--- src/rtl/fir_sample_scheduler.sv ---
// Sample feeder for the time-shared FIR: buffers bursty input in a FIFO and issues one
// sample per FRAME_LEN-cycle frame. Optional macro FIR_SCHED_HOLD_LAST_EN repeats the last sample on underrun.
module fir_sample_scheduler #(
    parameter int unsigned DATA_W     = 16,
    parameter int unsigned FRAME_LEN  = 20,
    parameter int unsigned FIFO_DEPTH = 8,
    parameter int unsigned PREFILL    = 2
) (
    input  logic                            clk,
    input  logic                            reset,
    input  logic                            s_valid,
    output logic                            s_ready,
    input  logic [DATA_W-1:0]               s_data,
    output logic [DATA_W-1:0]               fir_data,
    output logic                            fir_strobe,
    output logic [$clog2(FRAME_LEN)-1:0]    frame_cnt,
    output logic [$clog2(FIFO_DEPTH):0]     fifo_level,
    output logic                            underrun,
    output logic [7:0]                      underrun_cnt
);

    localparam int unsigned CntW = $clog2(FRAME_LEN);
    localparam int unsigned PtrW = $clog2(FIFO_DEPTH);
    localparam int unsigned LvlW = PtrW + 1;

    typedef enum logic {StFill, StRun} state_t;

    state_t            state;
    logic [DATA_W-1:0] mem [FIFO_DEPTH];
    logic [PtrW-1:0]   wr_ptr;
    logic [PtrW-1:0]   rd_ptr;
    logic              push;
    logic              pop;
    logic              slot;
    logic              starved;

    // s_ready depends only on the registered level, so no combinational path from s_valid.
    assign s_ready = (fifo_level != LvlW'(FIFO_DEPTH));
    assign push    = s_valid && s_ready;
    assign slot    = (state == StRun) && (frame_cnt == CntW'(FRAME_LEN - 1));
    assign pop     = slot && (fifo_level != '0);
    assign starved = slot && (fifo_level == '0);

    // Storage needs no reset: pointers and level alone define what is valid.
    always_ff @(posedge clk) begin
        if (push) begin
            mem[wr_ptr] <= s_data;
        end
    end

    always_ff @(posedge clk) begin
        if (reset) begin
            state        <= StFill;
            wr_ptr       <= '0;
            rd_ptr       <= '0;
            fifo_level   <= '0;
            frame_cnt    <= '0;
            fir_data     <= '0;
            fir_strobe   <= 1'b0;
            underrun     <= 1'b0;
            underrun_cnt <= '0;
        end else begin
            if (push) begin
                wr_ptr <= wr_ptr + 1'b1;
            end
            if (pop) begin
                rd_ptr <= rd_ptr + 1'b1;
            end
            fifo_level <= fifo_level + LvlW'(push) - LvlW'(pop);
            fir_strobe <= slot;

            unique case (state)
                StFill: begin
                    frame_cnt <= '0;
                    if (fifo_level >= LvlW'(PREFILL)) begin
                        state <= StRun;
                    end
                end
                StRun: begin
                    frame_cnt <= slot ? '0 : frame_cnt + 1'b1;
                end
                default: state <= StFill;
            endcase

            if (pop) begin
                fir_data <= mem[rd_ptr];
            end else if (starved) begin
`ifdef FIR_SCHED_HOLD_LAST_EN
                fir_data <= fir_data;
`else
                fir_data <= '0;
`endif
                underrun <= 1'b1;
                if (underrun_cnt != 8'hFF) begin
                    underrun_cnt <= underrun_cnt + 8'd1;
                end
            end
        end
    end

endmodule

--- config.mk ---
export PLATFORM = sky130hd
export DESIGN_NAME = fir_sample_scheduler
export DESIGN_NICKNAME = d
export VERILOG_FILES = /design/src/rtl/fir_sample_scheduler.sv
export SDC_FILE = /design/constraint.sdc
export NUM_CORES = 1
export LEC_CHECK = 0
export CAP_MARGIN = 5
export CELL_PAD_IN_SITES_DETAIL_PLACEMENT = 1
export CELL_PAD_IN_SITES_GLOBAL_PLACEMENT = 2
export CORE_MARGIN = 1
export CORE_UTILIZATION = 40
export CTS_BUF_LIST = sky130_fd_sc_hd__clkbuf_2 sky130_fd_sc_hd__clkbuf_4 sky130_fd_sc_hd__clkbuf_8
export DETAILED_ROUTE_END_ITERATION = 16
export GPL_TIMING_DRIVEN = 0
export PLACE_DENSITY = 0.78
export SLEW_MARGIN = 20
export SYNTH_ARGS = -nofsm -noshare
export SYNTH_HDL_FRONTEND = slang
export SYNTH_SLANG_ARGS = --single-unit
--- constraint.sdc ---
create_clock -name clk -period 3.75 [get_ports clk]
set_input_delay 0.5625 -clock clk [delete_from_list [all_inputs] [get_ports clk]]
set_output_delay 0.5625 -clock clk [all_outputs]
set_load 0.03 [all_outputs]
==> summary.txt, run 1 <==
Run status
  – Status: finished, final reports clean

Clock tree
  – CTS Root Cell: clkbuf_8
  – CTS sink cnt: 173
  – CTS Buf Count: 17
  – H-tree levels: 4
  – Later-pin clock latency in the skew report: 0.46 ns
  – Cts repair resizes: 0
  – CTS tree: done
  – Clk buf depth: 2
  – Setup bufs post-CTS: 0
  – Hold-fix buffers at CTS: 0
  – Clock transition at path regs: 0.08 ns

Worst setup path
  – Max incr delay on CP: 0.61 ns
  – CP required: 3.19 ns
  – Critical path class: flip-flop to primary output
  – Register-to-register setup slack: 1.10 ns
  – Crit. End Element: primary output
  – Crit path max-delay cell type: clkdlybuf4s50_1
  – CP max FO: 5
  – Critical path arrival: 2.26 ns
  – Crit-path cells: inv_1, ha_1, or3b_2, clkbuf_1, clkdlybuf4s50_1
  – Critical path startpoint category: flip-flop

STA
  – Final Hold Viols: 0
  – Worst hold slack: 0.458 ns
  – Final setup vio count: 0
  – Max-slew violations: 0
  – Max Fclk: 0.355 GHz
  – Worst Tran Pin Value: 0.817 ns
  – Clock skew: 0.0105 ns
  – Fin crit share: 0.752
  – Slew HR: 0.456
  – RSZ-0062 raised after global routing: no
  – Final min period: 2.82 ns
  – Setup tns final: 0 ns

Min path
  – Worst Hold Class: flip-flop to flip-flop

Route
  – First-pass DRT Iterations: 4
  – DRC violations left: 0
  – Drt total wl: 14300 um
  – Routed Antenna Nets: 0
  – Drt initial violations: 206
  – Routed via count: 3574
  – Drt wl/cell: 20.7 um
  – Routed vias/inst: 5.19

Placement
  – Post-DP Area: 0.00772 mm^2
  – Detailed placement HPWL: 9660 um
  – Placer Congestion: 0.701
  – IO Port Bufs: 53

Synthesis
  – Async SR Flop Fraction: 0
  – Synth unique cells: 45
  – Register area share after synthesis: 0.700
  – Syn_nets: 403
  – Post-synthesis cell area: 0.00678 mm^2
  – YS warnings: 0
  – Post-synth EDFFs: 128
  – Synth Area per Inst: 18.2 um^2
  – Seq cells post-synth: 173
  – Top_reg_cell synth: edfxtp_1
  – Synth Instances: 373

Pwr
  – Combinational Power Share: 0.100
  – Pwr/cell area: 464 mW/mm^2
  – Clk network pwr share: 0.319
  – Sw Pwr: 911 uW
  – Total chip power: 3750 uW
  – Flop pwr share: 0.581
  – Peak VDD IR: 0.275 mV
  – Leak pwr: 0.00269 uW
  – Int Pwr: 2840 uW
  – Sw Share: 0.243

Die
  – Io pins: 55
  – Full die area: 0.0175 mm^2
  – Initial Util: 0.409
  – Rows: 47
  – DIE HEIGHT: 132 um
  – Core Region: 0.0166 mm^2
  – Die Wd: 132 um

Finish
  – Fin area: 0.00808 mm^2
  – Final #Nets: 485
  – Fill cells: 1614
  – Diodes inserted: 0
  – Layout cells sized above 1: 0.169
  – Area grow syn2layout: 19.2%
  – Final Util: 0.487

Global routing
  – Grt ovf: 0
  – Total Routing Usage GR: 0.176
  – Largest net degree at the start of global routing: 17
  – First-pass GRT wire length: 22300 um
  – Antenna violations before repair: 0
  – Vias in the first global route: 3900

Flow run
  – MaxCap Viol Count: 0
==> worst paths after layout <==
kind / from / end / depth (start not counted)
worst max-delay path: fifo_level[2]$_SDFF_PP0_ / s_ready / 5
worst min-delay path: underrun$_SDFFE_PP0P_ / underrun$_SDFFE_PP0P_ / 2
worst max register to register: fifo_level[2]$_SDFF_PP0_ / mem[6][9]$_DFFE_PP_ / 8
worst min register to register: underrun$_SDFFE_PP0P_ / underrun$_SDFFE_PP0P_ / 2
==> routing by layer <==
metal	GRT usage	up-vias	wire length, um
met3	0.0361	16	382
li1	-	1660	-
met4	0.0696	0	213
met5	0	-	0
met1	0.219	1841	6270
met2	0.304	57	7400
==> state kept, by name, summed over array words and instances (netlist names), named ones only <==
register      count
fifo_level        4
frame_cnt         5
fir_data         16
wr_ptr            3
underrun_cnt      8
underrun          1
fir_strobe        1
mem             128
rd_ptr            3
state             1
==> Yosys cell counts (2+ instances only) <==
library cell | n | share of area
a21oi_1 | 13 | 0.0096
a22o_1 | 16 | 0.021
buf_1 | 2 | 0.0011
buf_2 | 2 | 0.0015
buf_4 | 3 | 0.0033
buf_6 | 4 | 0.0066
clkbuf_1 | 6 | 0.0033
dfxtp_1 | 45 | 0.13
edfxtp_1 | 128 | 0.57
ha_1 | 10 | 0.018
inv_1 | 9 | 0.0050
mux2_2 | 16 | 0.027
mux2i_1 | 2 | 0.0030
mux4_1 | 32 | 0.12
nand2_1 | 8 | 0.0044
nand2b_1 | 3 | 0.0028
nand3_1 | 7 | 0.0052
nand4_1 | 2 | 0.0018
nor2_1 | 20 | 0.011
nor2b_1 | 2 | 0.0018
nor3_1 | 2 | 0.0015
nor4b_1 | 2 | 0.0026
o21ai_0 | 6 | 0.0044
or3_1 | 6 | 0.0055
xnor2_1 | 4 | 0.0052
xor2_1 | 4 | 0.0052
==> layout by cell type, fill, tap and decap left out, types with 6 or more instances in the layout <==
cell	count
edfxtp_1	128
clkdlybuf4s50_1	53
dfxtp_1	45
mux4_1	32
clkbuf_8	17
mux2_2	16
a22o_1	16
nor2_1	14
a21oi_1	13
buf_6	10
ha_1	10
inv_1	9
nand2_1	8
nand3_1	7
or3_1	6
clkbuf_1	6
nor2_2	6
o21ai_0	6
==> power groups by stage <==
stage	clock [uW]	combinational, uW	sequential, uW
floorplan	0	195	2240
global placement	0	344	2220
detailed placement	0	382	2220
CTS	1230	384	2180
global route	1300	415	2190
finish	1200	375	2180
==> logic make-up after synthesis <==
group / share of synthesized area
compound gates: 0.0393
xor+xnor: 0.0103
fa+ha+maj: 0.0214
buf+inv: 0.0216
flops: 0.700
mux: 0.154
simple gates: 0.0542
==> area by class of cell <==
class	instances	area, um^2	area share
clock buffer	18	241	0.0299
tap	220	275	0.0341
clock inverter	14	118	0.0145
sequential	173	4740	0.587
timing repair buffer	63	643	0.0796
buffer	18	113	0.0139
inverter	9	33.8	0.00418
multi-input combinational	173	1920	0.237
==> per-stage QoR <==
step / worst slack, ns / std cells
CTS: 0.884 / 688
global route: 0.832 / 688
detailed placement: 0.960 / 656
floorplan: 0.337 / 373
global placement: -0.552 / 646
finish: 0.932 / 688
==> worst max-delay path: cells and delay by family (launching register included) <==
| family | cells | cell delay [ns] |
|---|---|---|
| flip-flops | 1 | 0.32 |
| buffers and inverters | 3 | 0.88 |
| adder cells (fa/ha/maj) | 1 | 0.16 |
| AND/OR/NAND/NOR | 1 | 0.44 |
Note: power is estimated with default switching activity, not from simulation.
==> run 2: changes to the inputs <==
==> constraint.sdc (replaced) <==
create_clock -name clk -period 2.9 [get_ports clk]
set_input_delay 0.435 -clock clk [delete_from_list [all_inputs] [get_ports clk]]
set_output_delay 0.435 -clock clk [all_outputs]
set_load 0.03 [all_outputs]
==> run 2 against run 1 <==
Effect of this change:
- count of clock-buffer cells in the layout unchanged
- non-clock buffer count decreased by 3
- register-to-register slack got worse by 0.81 ns
- first-iteration DRC count increased by 17%
- via count increased by 0.28%
==> summary.txt, run 2 (synthesis results as in run 1) <==
Run status
  – Status: finished, final reports clean

Die
  – Die Wd: 132 um
  – DIE HEIGHT: 132 um
  – Core Region: 0.0166 mm^2
  – Initial Util: 0.409
  – Rows: 47
  – Full die area: 0.0175 mm^2
  – Io pins: 55

Global routing
  – Grt ovf: 0
  – Vias in the first global route: 3822
  – Total Routing Usage GR: 0.177
  – First-pass GRT wire length: 22400 um
  – Antenna violations before repair: 0
  – Largest net degree at the start of global routing: 18

Pwr
  – Leak pwr: 0.00270 uW
  – Peak VDD IR: 0.846 mV
  – Combinational Power Share: 0.097
  – Total chip power: 5060 uW
  – Clk network pwr share: 0.346
  – Pwr/cell area: 621 mW/mm^2
  – Int Pwr: 3810 uW
  – Sw Share: 0.248
  – Flop pwr share: 0.557
  – Sw Pwr: 1250 uW

Min path
  – Worst Hold Class: primary input to flip-flop
  – Hold path startpoint: reset

Worst setup path
  – CP max FO: 5
  – Reg-to-reg startpoint: frame_cnt[0]$_SDFF_PP0_
  – Register-to-register setup slack: 0.29 ns
  – Critical path arrival: 2.23 ns
  – Crit. End Element: primary output
  – CP required: 2.47 ns
  – Worst flop-to-flop path endpoint: fifo_level[3]$_SDFF_PP0_
  – Crit. Startpoint: fifo_level[2]$_SDFF_PP0_
  – Path depth of the worst reg2reg path: 12
  – Critical path class: flip-flop to primary output
  – Critical path startpoint category: flip-flop
  – Crit path to: s_ready

Clock tree
  – CTS Root Cell: clkbuf_8
  – CTS sink cnt: 173
  – Clock transition at path regs: 0.10 ns
  – Clk buf depth: 2
  – CTS Buf Count: 17
  – Setup bufs post-CTS: 0
  – H-tree levels: 4
  – CTS tree: done
  – Cts repair resizes: 0
  – Later-pin clock latency in the skew report: 0.45 ns
  – Hold-fix buffers at CTS: 0

Route
  – Routed via count: 3584
  – First-pass DRT Iterations: 4
  – Drt initial violations: 240
  – DRC violations left: 0
  – Drt total wl: 14400 um
  – Routed vias/inst: 5.23
  – Drt wl/cell: 21.1 um
  – Routed Antenna Nets: 0

STA
  – Max-slew violations: 0
  – Clock skew: 0.0112 ns
  – Slew HR: 0.437
  – Final min period: 2.67 ns
  – RSZ-0062 raised after global routing: no
  – Max Fclk: 0.375 GHz
  – Fin crit share: 0.919
  – Worst Tran Pin Value: 0.844 ns
  – Final setup vio count: 0
  – Final Hold Viols: 0

Finish
  – Final #Nets: 482
  – Layout cells sized above 1: 0.170
  – Max FFs per register: 128
  – Commonest non-fill, non-tap cell in the layout: edfxtp_1
  – Largest register by flop count: mem
  – Fin area: 0.00816 mm^2
  – Most frequent cells in the layout: edfxtp_1 (128), clkdlybuf4s50_1 (53), dfxtp_1 (45)
  – Area grow syn2layout: 20.3%
  – Diodes inserted: 0
  – Largest regs: mem (128), fir_data (16), underrun_cnt (8)

Flow run
  – MaxCap Viol Count: 0

Placement
  – IO Port Bufs: 53
  – Post-DP Area: 0.00773 mm^2
  – Placer Congestion: 0.714
  – Detailed placement HPWL: 9810 um
==> run 2: cell types whose count changed in the layout (fill, tap and decap cells not counted), sizes merged <==
| cell | delta |
|---|---|
| buf | -3 |
| bufinv | +1 |
| clkinv | -6 |
| clkinvlp | +1 |
| inv | +4 |
==> run 2: final cells by class <==
type | instances | area (um^2)
plain buffers | 18 | 113
clock inverters | 14 | 173
multi-input cells | 173 | 1930
well taps | 220 | 275
repair buffers | 60 | 636
inverters | 9 | 33.8
fillers | 1611 | 8430
clock buffers | 18 | 248
flip-flops and latches | 173 | 4740
==> run 2: power groups by stage <==
stage	Combinational (uW)	Clock, uW	Sequential, uW
global route	542	1890	2830
CTS	503	1790	2820
floorplan	255	0	2900
finish	491	1750	2820
global placement	450	0	2870
detailed placement	499	0	2880
==> run 2: metrics by stage <==
stage / TNS (ns) / std cells / worst slack, ns / util / hold WS (ns)
2_1_floorplan: -2.84 / 373 / -0.0743 / - / 0.462
3_3_place_gp: -20.83 / 646 / -0.363 / 0.458 / 0.434
3_5_place_dp: 0 / 653 / 0.0307 / 0.466 / 0.446
4_1_cts: 0 / 685 / 0.00151 / 0.491 / 0.340
5_1_grt: 0 / 685 / 0.0499 / 0.492 / 0.376
6_report: 0 / 685 / 0.234 / 0.492 / 0.375
==> run 2: worst min-delay path by stage <==
stage	endpoint	slack (ns)	depth (start not counted)
5_1_grt	fifo_level[1]$_SDFF_PP0_	0.38	2
3_5_place_dp	underrun$_SDFFE_PP0P_	0.45	2
3_3_place_gp	underrun$_SDFFE_PP0P_	0.43	2
4_1_cts	fifo_level[1]$_SDFF_PP0_	0.34	2
2_1_floorplan	wr_ptr[0]$_SDFFE_PP0P_	0.46	2
6_report	fifo_level[1]$_SDFF_PP0_	0.38	2
==> run 2: per-layer routing <==
layer / GRT usage / part of all wire
met3: 0.0411 / 0.038
met1: 0.217 / 0.43
met4: 0.0511 / 0.011
met5: 0 / 0
met2: 0.312 / 0.52
==> run 2: critical path, stage by stage, from the launching register on <==
cell,delay (ns)
dfxtp_1,0.32
inv_1,0.10
ha_1,0.15
or3b_2,0.43
clkbuf_1,0.17
clkdlybuf4s50_1,0.62
